--- config.mk ---
export PLATFORM = sky130hd
export DESIGN_NAME = ctu_clsp_clkgn_cken_seq_flat
export DESIGN_NICKNAME = d
export VERILOG_FILES = /design/src/rtl/ctu_clkgn_pkg.sv /design/src/rtl/ctu_clsp_clkgn_cken_seq_if.sv /design/src/rtl/ctu_clsp_clkgn_satcnt.sv /design/src/rtl/ctu_clsp_clkgn_cken_seq.sv /design/src/flat_wrapper.sv
export SDC_FILE = /design/constraint.sdc
export NUM_CORES = 1
export LEC_CHECK = 0
export BUFFER_PORTS_ARGS = -buffer_cell sky130_fd_sc_hd__buf_2
export CAP_MARGIN = 20
export CORE_MARGIN = 1
export CORE_UTILIZATION = 45
export CTS_CLUSTER_SIZE = 16
export DETAILED_ROUTE_END_ITERATION = 16
export PLACE_DENSITY = 0.66
export SYNTH_ARGS = -nofsm -noshare
export SYNTH_HDL_FRONTEND = slang
export SYNTH_HIERARCHICAL = 1
export SYNTH_SLANG_ARGS = --single-unit
--- constraint.sdc ---
create_clock -name clk -period 3.05 [get_ports clk]
set_input_delay 0.61 -clock clk [delete_from_list [all_inputs] [get_ports clk]]
set_output_delay 0.61 -clock clk [all_outputs]
set_load 0.03 [all_outputs]
--- src/rtl/ctu_clkgn_pkg.sv ---
// Shared definitions for the CTU clock-generation cluster: sequencer state
// encodings and parameter defaults for the per-domain cken sequencer.
package ctu_clkgn_pkg;

    localparam logic [2:0] ST_STOP       = 3'd0;
    localparam logic [2:0] ST_WAIT_START = 3'd1;
    localparam logic [2:0] ST_RUN        = 3'd2;
    localparam logic [2:0] ST_WAIT_STOP  = 3'd3;
    localparam logic [2:0] ST_DRAIN      = 3'd4;
    localparam logic [2:0] ST_NSTEP      = 3'd5;

    localparam int STOP_DLY_DEF = 2;
    localparam int CNT_W_DEF    = 4;

endpackage

--- src/rtl/ctu_clsp_clkgn_cken_seq_if.sv ---
// Request/status bundle of the cken sequencer. seq_err exists only when
// CTU_CKEN_SEQ_ERRCHK_EN is defined.
interface ctu_clsp_clkgn_cken_seq_if
    import ctu_clkgn_pkg::*;
#(
    parameter int CNT_W = CNT_W_DEF
);
    logic             coin_edge;
    logic             start_req;
    logic             stop_req;
    logic             nstep_sel;
    logic             force_cken;
    logic             testmode_l;
    logic             cken;
    logic             step_done;
    logic [CNT_W-1:0] step_cnt;
    logic [2:0]       seq_state;
`ifdef CTU_CKEN_SEQ_ERRCHK_EN
    logic             seq_err;
`endif

    modport master (
        output coin_edge, start_req, stop_req, nstep_sel, force_cken, testmode_l,
        input  cken, step_done, step_cnt, seq_state
`ifdef CTU_CKEN_SEQ_ERRCHK_EN
        , input seq_err
`endif
    );

    modport slave (
        input  coin_edge, start_req, stop_req, nstep_sel, force_cken, testmode_l,
        output cken, step_done, step_cnt, seq_state
`ifdef CTU_CKEN_SEQ_ERRCHK_EN
        , output seq_err
`endif
    );

endinterface

--- src/rtl/ctu_clsp_clkgn_satcnt.sv ---
// Saturating up-counter with synchronous clear; clear and enable together
// load 1 so the first counted cycle of a burst is not lost.
module ctu_clsp_clkgn_satcnt #(
    parameter int W = 4
) (
    input  logic         clk,
    input  logic         rst,
    input  logic         clr,
    input  logic         en,
    output logic [W-1:0] cnt
);

    localparam logic [W-1:0] CNT_MAX = '1;

    always_ff @(posedge clk or posedge rst) begin
        if (rst) begin
            cnt <= '0;
        end else if (clr) begin
            cnt <= {{(W-1){1'b0}}, en};
        end else if (en && (cnt != CNT_MAX)) begin
            cnt <= cnt + W'(1);
        end
    end

endmodule

--- src/rtl/ctu_clsp_clkgn_cken_seq.sv ---
// Per-domain clock-enable sequencer: merges start/stop, coin_edge and nstep
// into a registered cken. Optional sticky seq_err under CTU_CKEN_SEQ_ERRCHK_EN.
module ctu_clsp_clkgn_cken_seq
    import ctu_clkgn_pkg::*;
#(
    parameter int STOP_DLY = STOP_DLY_DEF,
    parameter int CNT_W    = CNT_W_DEF
) (
    input  logic                      clk,
    input  logic                      io_pwron_rst,
    ctu_clsp_clkgn_cken_seq_if.slave  bus
);

    localparam logic [2:0] DLY_LOAD = 3'(STOP_DLY);

    logic [2:0] state_reg, state_next;
    logic [2:0] dly_reg, dly_next;
    logic       cken_reg, fsm_cken_next;
    logic       done_reg, done_next;
    logic       cnt_clr, cnt_en;
    logic       override;

    assign override = bus.force_cken | ~bus.testmode_l;

    // cken_next reflects the state being entered, so a burst or a RUN starts
    // with cken high on the cycle right after the triggering input.
    always_comb begin
        state_next    = state_reg;
        dly_next      = dly_reg;
        fsm_cken_next = 1'b0;
        done_next     = 1'b0;
        cnt_clr       = 1'b0;
        cnt_en        = 1'b0;
        case (state_reg)
            ST_STOP: begin
                if (!bus.stop_req) begin
                    if (bus.nstep_sel) begin
                        state_next    = ST_NSTEP;
                        fsm_cken_next = 1'b1;
                        cnt_clr       = 1'b1;
                        cnt_en        = 1'b1;
                    end else if (bus.start_req) begin
                        state_next = ST_WAIT_START;
                    end
                end
            end
            ST_WAIT_START: begin
                if (bus.stop_req) begin
                    state_next = ST_STOP;
                end else if (bus.coin_edge) begin
                    state_next    = ST_RUN;
                    fsm_cken_next = 1'b1;
                end
            end
            ST_RUN: begin
                fsm_cken_next = 1'b1;
                if (bus.stop_req) begin
                    state_next = ST_WAIT_STOP;
                end
            end
            ST_WAIT_STOP: begin
                fsm_cken_next = 1'b1;
                if (bus.coin_edge) begin
                    if (STOP_DLY == 0) begin
                        state_next    = ST_STOP;
                        fsm_cken_next = 1'b0;
                    end else begin
                        state_next = ST_DRAIN;
                        dly_next   = DLY_LOAD;
                    end
                end
            end
            ST_DRAIN: begin
                if (dly_reg > 3'd1) begin
                    fsm_cken_next = 1'b1;
                    dly_next      = dly_reg - 3'd1;
                end else begin
                    state_next = ST_STOP;
                    dly_next   = 3'd0;
                end
            end
            ST_NSTEP: begin
                if (bus.nstep_sel) begin
                    fsm_cken_next = 1'b1;
                    cnt_en        = 1'b1;
                end else begin
                    state_next = ST_STOP;
                    done_next  = 1'b1;
                end
            end
            default: begin
                state_next = ST_STOP;
                dly_next   = 3'd0;
            end
        endcase
    end

    always_ff @(posedge clk or posedge io_pwron_rst) begin
        if (io_pwron_rst) begin
            state_reg <= ST_STOP;
            dly_reg   <= 3'd0;
            cken_reg  <= 1'b0;
            done_reg  <= 1'b0;
        end else begin
            state_reg <= state_next;
            dly_reg   <= dly_next;
            cken_reg  <= fsm_cken_next | override;
            done_reg  <= done_next;
        end
    end

    ctu_clsp_clkgn_satcnt #(.W(CNT_W)) u_step_cnt (
        .clk (clk),
        .rst (io_pwron_rst),
        .clr (cnt_clr),
        .en  (cnt_en),
        .cnt (bus.step_cnt)
    );

    assign bus.cken      = cken_reg;
    assign bus.step_done = done_reg;
    assign bus.seq_state = state_reg;

`ifdef CTU_CKEN_SEQ_ERRCHK_EN
    logic err_reg;
    logic err_set;

    // nstep has no meaning outside STOP/NSTEP; conflicting start/stop is a driver bug.
    assign err_set = (bus.nstep_sel && ((state_reg == ST_RUN) ||
                                        (state_reg == ST_WAIT_START) ||
                                        (state_reg == ST_WAIT_STOP))) ||
                     (bus.start_req && bus.stop_req);

    always_ff @(posedge clk or posedge io_pwron_rst) begin
        if (io_pwron_rst) begin
            err_reg <= 1'b0;
        end else if (err_set) begin
            err_reg <= 1'b1;
        end
    end

    assign bus.seq_err = err_reg;
`endif

endmodule
--- src/flat_wrapper.sv ---
// flat-port wrapper written by rule: the top's interface ports become plain ports
module ctu_clsp_clkgn_cken_seq_flat import ctu_clkgn_pkg::*;
#(
    parameter int STOP_DLY = STOP_DLY_DEF,
    parameter int CNT_W    = CNT_W_DEF
)
  (clk, io_pwron_rst, bus_coin_edge, bus_start_req, bus_stop_req, bus_nstep_sel, bus_force_cken, bus_testmode_l, bus_cken, bus_step_done, bus_step_cnt, bus_seq_state);
  ctu_clsp_clkgn_cken_seq_if #(.CNT_W(CNT_W)) bus_i ();
  input  logic clk;
  input  logic io_pwron_rst;
  input wire logic [$bits(bus_i.coin_edge)-1:0] bus_coin_edge;
  input wire logic [$bits(bus_i.start_req)-1:0] bus_start_req;
  input wire logic [$bits(bus_i.stop_req)-1:0] bus_stop_req;
  input wire logic [$bits(bus_i.nstep_sel)-1:0] bus_nstep_sel;
  input wire logic [$bits(bus_i.force_cken)-1:0] bus_force_cken;
  input wire logic [$bits(bus_i.testmode_l)-1:0] bus_testmode_l;
  output wire logic [$bits(bus_i.cken)-1:0] bus_cken;
  output wire logic [$bits(bus_i.step_done)-1:0] bus_step_done;
  output wire logic [$bits(bus_i.step_cnt)-1:0] bus_step_cnt;
  output wire logic [$bits(bus_i.seq_state)-1:0] bus_seq_state;
  assign bus_i.coin_edge = bus_coin_edge;
  assign bus_i.start_req = bus_start_req;
  assign bus_i.stop_req = bus_stop_req;
  assign bus_i.nstep_sel = bus_nstep_sel;
  assign bus_i.force_cken = bus_force_cken;
  assign bus_i.testmode_l = bus_testmode_l;
  assign bus_cken = bus_i.cken;
  assign bus_step_done = bus_i.step_done;
  assign bus_step_cnt = bus_i.step_cnt;
  assign bus_seq_state = bus_i.seq_state;
  ctu_clsp_clkgn_cken_seq #(.STOP_DLY(STOP_DLY), .CNT_W(CNT_W)) u_core (.clk(clk), .io_pwron_rst(io_pwron_rst), .bus(bus_i));
endmodule
==> metrics.md, run 1 <==
| Metric | Value |
|---|---|
| Crit path kind | reg2out |
| Yosys reg bits | 12 |
| Buf+Inv Stages, Crit Path | 1 |
| Cts bufs inserted | 3 |
| Setup total negative slack | 0 ns |
| Row count | 14 |
| CTS Sinks | 12 |
| WL met1 | 698 µm |
| Drt first pass iters | 4 |
| Post-synth top cells | dfrtp_1 (12), inv_1 (7), nor2_1 (6) |
| Synth area leader | dfrtp_1 |
| Main synth FF type | dfrtp_1 |
| Post-Syn Instances | 76 |
| Post-Place Worst Slack | 1.28 ns |
| Max Root-Sink Buffers | 2 |
| Top-count cell post-synth | dfrtp_1 |
| Initial drt markers | 9 |
| Share of cells above drive strength 1 | 0.261 |
| Synth unique cells | 36 |
| Met2 wire length | 565 µm |
| Final net count | 105 |
| Outcome | completed |
| Slew Viols, Final | 0 |
| Vias/cell | 5.75 |
| Finished Layout Cells | 108 |
| Startpoint Class | flop |
| Uppermost layer routed | met4 |
| Vias post-DR | 621 |
| Worst clock skew | 0.00655 ns |
| IO buf count | 16 |
| P_leak | 0.000423 µW |
| Crit. End Element | primary output |
| CTS tree | yes |
| Slew @ Worst Pin | 0.442 ns |
| All-Layer GR Usage | 0.167 |
| Final setup vio count | 0 |
| Synthesized area per cell | 9.83 µm² |
| Int Power | 399 µW |
| Logic gate share of total power | 0.471 |
| H-Tree Level Count | 1 |
| Max_slew headroom | 0.705 |
| Adder-cell share of the synthesized area | 0.0503 |
| CP Cell Sequence | buf_2 |
| RSZ-0062 raised after global routing | false |
| F_max | 565 MHz |
| Pwr dens | 879 nW/µm² |
| Global-route wire length before repair | 2280 µm |
| Crit path DAT | 1.16 ns |
| DIE WIDTH | 42.7 µm |
| Clock network power share | 0.130 |
| Net Count, Synth | 87 |
| Gpl congestion | 0.730 |
| I/O pin count | 17 |
| Simple-Gate Fraction of Synth Area | 0.246 |
| Seq/Total Area, Yosys | 0.402 |
| Synth top area share | 0.402 |
| Post-Syn Area | 747 µm² |
| Postcts setup bufs | 0 |
| Final hold violations | 0 |
| Max Cap Viol | 0 |
| Worst path required time | 2.44 ns |
| XOR/XNOR Fraction of Synth Area | 0 |
| Post-synthesis mux area share | 0.0134 |
| Initial antenna violation count | 0 |
| Worst Slack Setup Final | 1.28 ns |
| Slowest stage delay, CP | 0.62 ns |
| Filler Cells Inserted | 149 |
| Max FFs per register | 4 |
| Psw | 336 µW |
| EDFF count, synth | 0 |
| Hold_buf cts | 0 |
| Worst-path fanout max | 16 |
| Syn. warnings | 6 |
| DR WL/cell | 12.5 µm |
| Root Buffer | clkbuf_4 |
| Largest net degree at the start of global routing | 17 |
| Period utilization | 0.580 |
| Worst-Skew Late Latency | 0.26 ns |
| Sw frac | 0.457 |
| WHS | 0.231 ns |
| Routed Wire Length | 1350 µm |
| Slowest-stage cell, CP | dfrtp_1 |
| Post-synth ARST share | 1.00 |
| Core Region | 1520 µm² |
| VDD IR max | 0.000368 V |
| Half-perimeter wire length after placement | 1020 µm |
| Dpl cells | 105 |
| DRC violations left | 0 |
| Post-cts repair resize count | 0 |
| Initial Util | 0.490 |
| Die H | 42.7 µm |
| Area Growth Syn to Fin | 11.9% |
| Top cells by area, synth | dfrtp_1 (40%), ha_1 (5.0%), buf_6 (4.5%), inv_1 (3.5%), o211ai_2 (3.4%) |
| Die Area | 1830 µm² |
| Hold WC Path Type | in2async |
| ANT cells | 0 |
| Worst-path clk slew | 0.07 ns |
| Synth Area in Compound Gates | 0.208 |
| Flop pwr share | 0.400 |
| Largest family of logic cells by synthesized area | simple AND/OR/NAND/NOR gates |
| Routed Antenna Nets | 0 |
| Fin crit period | 1.77 ns |
| Met3 routed WL | 76 µm |
| Number of global-route vias before repair | 529 |
| GRT overflow | 0 |
| Cell family with most CP delay | flip-flops |
| Core Util, Final | 0.548 |
-- metal layers --
layer / vias up / GRT usage
met5: - / 0
met4: 0 / 0.0750
met3: 2 / 0.0383
met2: 21 / 0.227
met1: 290 / 0.248
li1: 308 / -
-- power by group through the flow --
stage	clock, µW	sequential (µW)	combinational (µW)
floorplan	0	327	257
global placement	0	295	343
detailed placement	0	296	345
CTS	96.7	293	346
global route	108	307	382
finish	95.2	294	346
-- worst reg2reg max path, cell delays in order (launching register included) --
cell,delay (ns)
dfrtp_1,0.54
and2_1,0.25
o211ai_2,0.18
inv_1,0.12
nand4_1,0.14
nor3_1,0.06
a211oi_1,0.20
-- placed cells by master (no fill, tap or decap), drive strengths merged --
cell,n
a211oi,1
nand3,1
mux2i,1
o221ai,1
o2111ai,1
nor2b,1
clkbuf,3
buf,16
a21oi,2
a22o,1
and2,2
and2b,2
o31ai,1
and3b,3
ha,3
nand4b,1
nand2,2
nand4,1
a32o,1
o21ba,1
inv,7
nor3,3
o21bai,1
nand2b,4
dfrtp,12
and3,1
o311ai,1
and4,1
o21ai,7
o211ai,3
nor4b,1
nor2,6
-- metrics by stage --
| step | instance area, µm² | power, µW |
|---|---|---|
| floorplan | 747 | 584 |
| global placement | 813 | 638 |
| detailed placement | 813 | 641 |
| CTS | 836 | 736 |
| global route | 836 | 796 |
| finish | 836 | 735 |
-- logic make-up after synthesis --
kind of cell | after synthesis
compound gates | 21
buf+inv | 10
flops | 12
fa+ha+maj | 3
mux | 1
simple gates | 29
-- path summary, 6_finish.rpt --
check	start	to	slack, ns	depth (start not counted)
min	io_pwron_rst	u_core/u_step_cnt/cnt[2]	0.23	2
max reg2reg	u_core/bus.seq_state[2]	u_core/u_step_cnt/cnt[3]	1.48	6
min in group clk	u_core/dly_reg[0]	u_core/dly_reg[0]	0.55	1
max	u_core/bus.seq_state[2]	bus_seq_state[2]	1.28	1
max in group asynchronous	io_pwron_rst	u_core/bus.seq_state[2]	2.51	2
min reg2reg	u_core/dly_reg[0]	u_core/dly_reg[0]	0.55	1
-- final cells by class --
type	count	area (µm²)	share of cell area
inverters	7	26.3	0.0314
repair buffers	16	80.1	0.0958
well taps	16	20.0	0.0240
clock buffers	3	22.5	0.0269
flip-flops and latches	12	300	0.359
multi-input cells	54	387	0.463
(Power assumes the default switching activity.)
==> inputs of run 2 (changes only) <==
PLACE_DENSITY = 0.69   (was 0.66)
clock period = 1.58 ns   (was 3.05 ns; I/O delays follow)
==> run 2 against run 1 <==
Die area unchanged. Hold slack better by 0.060 ns. Setup slack worse by 1.2 ns. Sequential power up 84%. Critical endpoint unchanged. Highest routed layer is now met3.
==> metrics.md, run 2 (synthesis results as in run 1) <==
| Metric | Value |
|---|---|
| VDD IR max | 0.000776 V (+110%) |
| Period utilization | 0.939 |
| Worst-path fanout max | 9 (-7) |
| Initial antenna violation count | 0 (unchanged) |
| Max FFs per register | 4 (unchanged) |
| Row count | 14 (unchanged) |
| F_max | 674 MHz |
| Final hold violations | 0 (unchanged) |
| CTS Sinks | 12 (unchanged) |
| H-Tree Level Count | 1 (unchanged) |
| Clock network power share | 0.158 (+0.028) |
| Share of cells above drive strength 1 | 0.281 (+0.0204) |
| Post-cts repair resize count | 0 (unchanged) |
| Startpoint Class | flop |
| Slew Viols, Final | 0 (unchanged) |
| DIE WIDTH | 42.7 µm (unchanged) |
| CTS tree | yes |
| Final setup vio count | 0 (unchanged) |
| Initial drt markers | 12 (+3) |
| Area Growth Syn to Fin | 17.1% |
| Slowest stage delay, CP | 0.48 ns (-0.14 ns) |
| Gpl congestion | 0.817 (+12%) |
| Post-DP Area | 828 µm² (+1.8%) |
| Vias/cell | 5.51 (-4.2%) |
| Max Root-Sink Buffers | 2 (unchanged) |
| RSZ-0062 raised after global routing | false |
| Sw frac | 0.435 (-0.0218) |
| Tot Pwr | 1500 µW (+100%) |
| Slew @ Worst Pin | 0.325 ns (-0.117 ns) |
| Slowest-stage cell, CP | dfrtp_1 |
| Postcts setup bufs | 0 (unchanged) |
| Crit path kind | reg2out |
| Leading cell type in the layout, fill and taps excluded | buf_2 |
| Logic gate share of total power | 0.483 (+0.012) |
| ANT cells | 0 (unchanged) |
| Half-perimeter wire length after placement | 1070 µm (+5.6%) |
| Outcome | completed |
| Die H | 42.7 µm (unchanged) |
| Final net count | 108 (+2.9%) |
| GRT overflow | 0 (unchanged) |
| Initial Util | 0.490 (unchanged) |
| DR WL/cell | 12.4 µm (-1.0%) |
| Number of global-route vias before repair | 557 (+5.3%) |
| Design area | 875 µm² (+4.6%) |
| All-Layer GR Usage | 0.171 (+0.00399) |
| Pwr dens | 1720 nW/µm² (+96%) |
| Vias post-DR | 617 (-0.64%) |
| Worst-path clk slew | 0.07 ns (about the same) |
| Fin crit period | 1.48 ns |
| Crit path DAT | 1.17 ns (about the same) |
| Drt first pass iters | 4 (unchanged) |
| P_leak | 0.000445 µW (+5.1%) |
| Worst clock skew | 0.000447 ns (-0.00610 ns) |
| Largest net degree at the start of global routing | 12 (-5) |
| CP Cell Sequence | buf_4 -> buf_2 |
| I/O pin count | 17 (unchanged) |
| Core Region | 1520 µm² (unchanged) |
| DRC violations left | 0 (unchanged) |
| Flop pwr share | 0.359 (-0.041) |
| Cts bufs inserted | 3 (unchanged) |
| Routed Antenna Nets | 0 (unchanged) |
| Crit. End Element | primary output |
| Root Buffer | clkbuf_4 |
| Worst-Skew Late Latency | 0.27 ns (about the same) |
| Routed Wire Length | 1390 µm (+2.7%) |
| Max_slew headroom | 0.783 (+0.0781) |
| Max Cap Viol | 0 (unchanged) |
| Die Area | 1830 µm² (unchanged) |
| IO buf count | 16 (unchanged) |
| Commonest cells after routing, fill and taps aside | buf_2 (16), dfrtp_1 (12), inv_1 (7) |
| Worst path required time | 1.26 ns (-1.18 ns) |
| Hold WC Path Type | in2reg |
| Int Power | 850 µW (+110%) |
| Global-route wire length before repair | 2310 µm (+1.5%) |
| Psw | 655 µW (+95%) |
| Setup total negative slack | 0 ns (unchanged) |
[run 2: power by group through the flow]
stage	Combinational (µW)	Clock [µW]	Sequential, µW
global placement	721	0	540
CTS	729	251	538
finish	727	238	540
global route	803	268	567
floorplan	496	0	631
detailed placement	726	0	541
[run 2: worst paths after layout]
check / to / slack (ns) / cells after the start / start
setup reg to reg: u_core/u_step_cnt/cnt[3] / 0.11 / 6 / u_core/bus.seq_state[0]
hold / removal: u_core/bus.cken / 0.29 / 3 / bus_force_cken
min in group asynchronous: u_core/u_step_cnt/cnt[0] / 0.47 / 3 / io_pwron_rst
hold reg to reg: u_core/dly_reg[0] / 0.56 / 1 / u_core/dly_reg[0]
setup / recovery: bus_seq_state[2] / 0.1 / 2 / u_core/bus.seq_state[2]
max in group asynchronous: u_core/bus.cken / 0.80 / 3 / io_pwron_rst
[run 2: cell type report]
type / instances / area [µm²]
Multi-Input combinational cell: 54 / 387
Inverter: 7 / 26.3
Fill cell: 153 / 649
Tap cell: 16 / 20.0
Clock buffer: 4 / 36.3
Timing Repair Buffer: 19 / 105
Sequential cell: 12 / 300
[run 2: layer usage]
| layer | track usage | wire, µm | share of wire |
|---|---|---|---|
| met1 | 0.201 | 666 | 0.48 |
| met2 | 0.294 | 626 | 0.45 |
| met3 | 0.0638 | 92 | 0.066 |
| met4 | 0.0375 | 0 | 0 |
| met5 | 0 | 0 | 0 |
[run 2: repair_timing]
action,4_1_cts,5_1_grt
endpoints found under the setup margin,0,0
hold endpoints to repair,8,0
hold buffers,1,0
[run 2: worst max-delay path: cells and delay by family, from the launching register on]
| kind | cells | cell delay, ns |
|---|---|---|
| buffers and inverters | 2 | 0.41 |
| DFF | 1 | 0.48 |
[run 2: through the flow]
| step | hold slack (ns) | setup WS (ns) | instances | util |
|---|---|---|---|---|
| 5_1_grt | 0.284 | 0.00977 | 112 | 0.574 |
| 3_5_place_dp | 0.218 | 0.129 | 107 | 0.544 |
| 6_report | 0.291 | 0.0967 | 112 | 0.574 |
| 4_1_cts | 0.274 | 0.0953 | 112 | 0.574 |
| 3_3_place_gp | 0.215 | 0.169 | 107 | 0.544 |
| 2_1_floorplan | 0.0821 | 0.00459 | 76 | - |
